===== config.mk =====
export PLATFORM = sky130hd
export DESIGN_NAME = wb_shared_arbiter
export DESIGN_NICKNAME = d
export VERILOG_FILES = /design/src/rtl/wb_shared_arbiter.sv
export SDC_FILE = /design/constraint.sdc
export NUM_CORES = 1
export LEC_CHECK = 0
export BUFFER_PORTS_ARGS = -buffer_cell sky130_fd_sc_hd__buf_4
export CAP_MARGIN = 25
export CORE_AREA = 2 2 123 125
export DETAILED_ROUTE_END_ITERATION = 8
export DIE_AREA = 0 0 125 127
export PLACE_DENSITY = 0.58
export RECOVER_POWER = 25
export SYNTH_ARGS = -nofsm -noshare
export SYNTH_HDL_FRONTEND = slang
export SYNTH_SLANG_ARGS = --single-unit

===== constraint.sdc =====
create_clock -name wb_clk_i -period 3.7 [get_ports wb_clk_i]
set_input_delay 0.37 -clock wb_clk_i [delete_from_list [all_inputs] [get_ports wb_clk_i]]
set_output_delay 0.37 -clock wb_clk_i [all_outputs]
set_load 0.03 [all_outputs]

===== src/rtl/wb_shared_arbiter.sv =====
// Two-master Wibone arbiter for one shared slave: round-robin grant,
// cycle-locked ownership, and a wait-state watchdog that error-acks stalls.
module wb_shared_arbiter #(
  parameter int unsigned TIMEOUT  = 255,
  parameter logic [31:0] ERR_DATA = 32'hDEAD_BEEF
) (
  input  logic        wb_clk_i,
  input  logic        wb_rst_i,
  input  logic [1:0]  m_cyc_i,
  input  logic [1:0]  m_stb_i,
  input  logic [1:0]  m_we_i,
  input  logic [7:0]  m_sel_i,
  input  logic [63:0] m_adr_i,
  input  logic [63:0] m_dat_i,
  output logic [1:0]  m_ack_o,
  output logic [63:0] m_dat_o,
  output logic        s_cyc_o,
  output logic        s_stb_o,
  output logic        s_we_o,
  output logic [3:0]  s_sel_o,
  output logic [31:0] s_adr_o,
  output logic [31:0] s_dat_o,
  input  logic        s_ack_i,
  input  logic [31:0] s_dat_i,
  output logic [1:0]  grant_o,
  output logic        timeout_o
);

  typedef enum logic [1:0] {
    IDLE = 2'd0,
    GNT0 = 2'd1,
    GNT1 = 2'd2
  } state_e;

  localparam logic [15:0] TO_CNT = 16'(TIMEOUT);

  state_e      state_q;
  logic [1:0]  grant_q;
  logic        last_q;
  logic [15:0] cnt_q;

  logic [1:0]  req;
  logic        gnt;
  logic        sel1;
  logic        cyc_m;
  logic        stb_m;
  logic        we_m;
  logic [3:0]  sel_m;
  logic [31:0] adr_m;
  logic [31:0] dat_m;
  logic [31:0] rd;
  logic        to_hit;

  assign req   = m_cyc_i & m_stb_i;
  assign gnt   = |grant_q;
  assign sel1  = grant_q[1];
  assign cyc_m = sel1 ? m_cyc_i[1] : m_cyc_i[0];
  assign stb_m = sel1 ? m_stb_i[1] : m_stb_i[0];
  assign we_m  = sel1 ? m_we_i[1]  : m_we_i[0];
  assign sel_m = sel1 ? m_sel_i[7:4]   : m_sel_i[3:0];
  assign adr_m = sel1 ? m_adr_i[63:32] : m_adr_i[31:0];
  assign dat_m = sel1 ? m_dat_i[63:32] : m_dat_i[31:0];

  // A real slave ack in the expiry cycle wins over the watchdog
  assign to_hit = gnt & stb_m & ~s_ack_i & (cnt_q == TO_CNT);

  always_ff @(posedge wb_clk_i) begin
    if (wb_rst_i) begin
      state_q <= IDLE;
      grant_q <= 2'b00;
      last_q  <= 1'b1;
      cnt_q   <= '0;
    end else begin
      unique case (state_q)
        IDLE: begin
          cnt_q <= '0;
          if (req[0] && (!req[1] || last_q)) begin
            state_q <= GNT0;
            grant_q <= 2'b01;
            last_q  <= 1'b0;
          end else if (req[1]) begin
            state_q <= GNT1;
            grant_q <= 2'b10;
            last_q  <= 1'b1;
          end
        end
        GNT0, GNT1: begin
          if (!cyc_m) begin
            state_q <= IDLE;
            grant_q <= 2'b00;
          end
          if (s_ack_i || to_hit) begin
            cnt_q <= '0;
          end else if (stb_m) begin
            cnt_q <= cnt_q + 16'd1;
          end
        end
        default: begin
          state_q <= IDLE;
          grant_q <= 2'b00;
        end
      endcase
    end
  end

  assign s_cyc_o = gnt & cyc_m;
  assign s_stb_o = gnt & stb_m & ~to_hit;
  assign s_we_o  = gnt & we_m;
  assign s_sel_o = gnt ? sel_m : 4'h0;
  assign s_adr_o = gnt ? adr_m : 32'h0;
  assign s_dat_o = gnt ? dat_m : 32'h0;

  assign rd        = to_hit ? ERR_DATA : s_dat_i;
  assign m_ack_o   = (s_ack_i | to_hit) ? grant_q : 2'b00;
  assign m_dat_o   = {grant_q[1] ? rd : 32'h0, grant_q[0] ? rd : 32'h0};
  assign grant_o   = grant_q;
  assign timeout_o = to_hit;

endmodule


==> results.md <==
- Vias in the first global route: 3710
- DIE HEIGHT: 127 um
- Core area: 14400 um^2
- Drt via density: 4.42
- Drc violations: 0
- Final Hold Vio Count: 0
- Number of setup buffers added after CTS: 0
- Part of the power in registers: 0.176
- CP endpoint kind: primary output
- Clock Latency Late Sink: 0.25 ns
- Final Util: 0.353
- Switch share: 0.455
- Initial DRC Count: 214
- Rel. slew slack: 0.365
- Root Driver: clkbuf_16
- Met2 WL post-DR: 9130 um
- CP Data Arrival Time: 2.68 ns
- Setup violations, final: 0
- Yosys warns: 0
- Most used DFF post-synth: dfxtp_1
- Flop2flop setup slack: 0.85 ns
- N_diodes: 0
- CTS Buffer Depth: 2
- Fin crit period: 3.05 ns
- Pre-Repair DR Iteration Count: 4
- Synth Instances: 402
- Switching Power: 0.564 mW
- Syn Area/Cell: 6.52 um^2
- Via Count: 3896
- Skew final: 0.00629 ns
- # resized after CTS: 0
- Die Wd: 125 um
- Syn Nets: 581
- PwrDens: 243 nW/um^2
- Worst-margin pin slew: 0.952 ns
- Area grow syn2layout: 94.4%
- RSZ-0062 raised after global routing: false
- Nets: 877
- VDD IR max: 120 uV
- Comb pwr share: 0.642
- Fraction of registers with async set/reset: 0
- Hold Buf Count CTS: 0
- Antenna violations before repair: 0
- H-tree Lvls: 1
- Worst setup SP type: flip-flop
- GP Congestion: 0.871
- First-pass GRT wire length: 22300 um
- Synthesized area: 2620 um^2
- Post-DRT Antenna Nets: 0
- MaxCap Viol Count: 0
- Leakage power: 2.42 nW
- Clock slew at reported path FFs: 0.06 ns
- Hold crit path type: in -> reg
- Top layer used by detailed routing: met4
- GRT Total Usage: 0.181
- CTS tree: built
- Wire per inst: 17.8 um
- Yosys cell types: 46
- Site row count: 44
- Detailed Place HPWL: 13300 um
- Max Freq: 328 MHz
- Clock sink count: 19
- Post-Route WL: 15700 um
- Layout cells sized above 1: 0.438
- TritonCTS Buffers: 3
- Outcome: completed
- Clock power share: 0.182
- IO Count: 317
- WL met1: 5360 um
- Remaining global-route overflow: 0
- EDFF count, synth: 0
- Power Total: 1.24 mW
- Starting Density: 0.182
- CP Class: reg -> out
- Worst-path fanout max: 26
- Synth Register Bits: 19
- P_int: 0.675 mW
- Routed wl met3: 987 um
- Post-route setup TNS: 0 ns
- Port Buffers: 316
- Max Slew Vio Count: 0
- Worst endpoint required time: 3.33 ns
- Sequential share of the synthesized area: 0.145
- Tcrit/Tclk final: 0.823
- Largest net degree at the start of global routing: 80
- Die ar.: 15900 um^2
## worst paths after layout
path,from,endpoint,cells past startpoint
max,grant_o[1],m_dat_o[8],8
min,wb_rst_i,grant_o[1],2
max reg2reg,grant_o[1],cnt_q[3],8
min reg2reg,cnt_q[15],cnt_q[15],1
## per-stage QoR
stage               cells  setup WS (ns)  hold WS [ns]  cell area (um^2)
floorplan             402          0.703         0.451              2620
global placement      877          0.882         0.486              5130
detailed placement    877          0.822         0.488              5130
CTS                   881          0.634         0.423              5210
global route          881          0.426         0.442              5100
finish                881          0.655         0.424              5100
## Yosys cell counts (2+ instances only)
cell / instances / area [um^2]
a211oi_1: 2 / 15.0
a21oi_1: 7 / 35.0
a31oi_1: 8 / 50.1
a41oi_1: 2 / 17.5
and2_1: 2 / 12.5
and3_1: 20 / 125
and4_1: 2 / 17.5
buf_1: 3 / 11.3
buf_2: 10 / 50.1
buf_6: 2 / 22.5
clkbuf_1: 15 / 56.3
clkinv_1: 2 / 7.51
dfxtp_1: 19 / 380
ha_1: 2 / 25.0
mux2i_1: 73 / 731
nand2_1: 16 / 60.1
nand2b_1: 4 / 25.0
nand3_1: 9 / 45.0
nand4_1: 4 / 25.0
nor2_1: 159 / 597
nor3_1: 5 / 25.0
nor4_1: 5 / 31.3
o21ai_0: 5 / 25.0
o41ai_1: 3 / 26.3
or3_1: 2 / 12.5
## area by class of cell
cell class                      instances  area (um^2)
Clock buffer                            3         75.1
Clock inverter                          1         5.00
Fill cell                            1628         9330
Inverter                                2         7.51
Multi-Input combinational cell        350         2090
Sequential cell                        19          384
Tap cell                              184          230
Timing Repair Buffer                  322         2310
## logic make-up after synthesis
kind of cell	Yosys count	synth area share
multiplexers	75	0.293
AO/OA/AOI/OAI	37	0.0969
AND/OR/NAND/NOR	235	0.393
flip-flops	19	0.145
adder cells (fa/ha/maj)	2	0.00954
XOR/XNOR	1	0.00334
buffers and inverters	33	0.0592
## routing by layer
metal  up-vias  global-route usage
li1       1977                   -
met4         0              0.0235
met3        12              0.0369
met2       165               0.375
met5         -                   0
met1      1742               0.190
## worst max-delay path: stages (launching register included)
cell and delay (ns):
dfxtp_4 0.60, clkinv_1 0.11, buf_4 0.24, ha_1 0.22
nor2_1 0.11, nand4_1 0.14, or2_1 0.51, and3_1 0.31
buf_4 0.16
## cells in the final DEF, fill, tap and decap left out, types with 2 or more instances in the layout
master	count
nand2b_1	4
a211oi_1	2
o21ai_0	6
nor2_1	159
and4_1	2
nor4_1	5
a41oi_1	2
ha_1	2
nand3_1	9
clkbuf_16	3
buf_4	293
dfxtp_1	18
nand2_1	16
mux2i_1	73
and3_1	20
and2_1	2
clkbuf_1	29
o41ai_1	3
a31oi_1	8
or3_1	2
a21oi_1	7
nand4_1	4
clkinv_1	2
nor3_1	5
## state kept, by name, indices dropped and copies added, names as in the netlist
signal,cells
grant_o,2
last_q,1
cnt_q,16
## power by group through the flow
| stage | sequential [mW] | combinational, mW | clock [mW] |
|---|---|---|---|
| after detailed placement | 0.223 | 0.830 | 0 |
| after global routing | 0.220 | 0.846 | 0.241 |
| after global placement | 0.223 | 0.829 | 0 |
| final | 0.218 | 0.795 | 0.226 |
| after CTS | 0.219 | 0.831 | 0.232 |
| after floorplan | 0.218 | 0.444 | 0 |
Note: power is estimated with default switching activity, not from simulation.
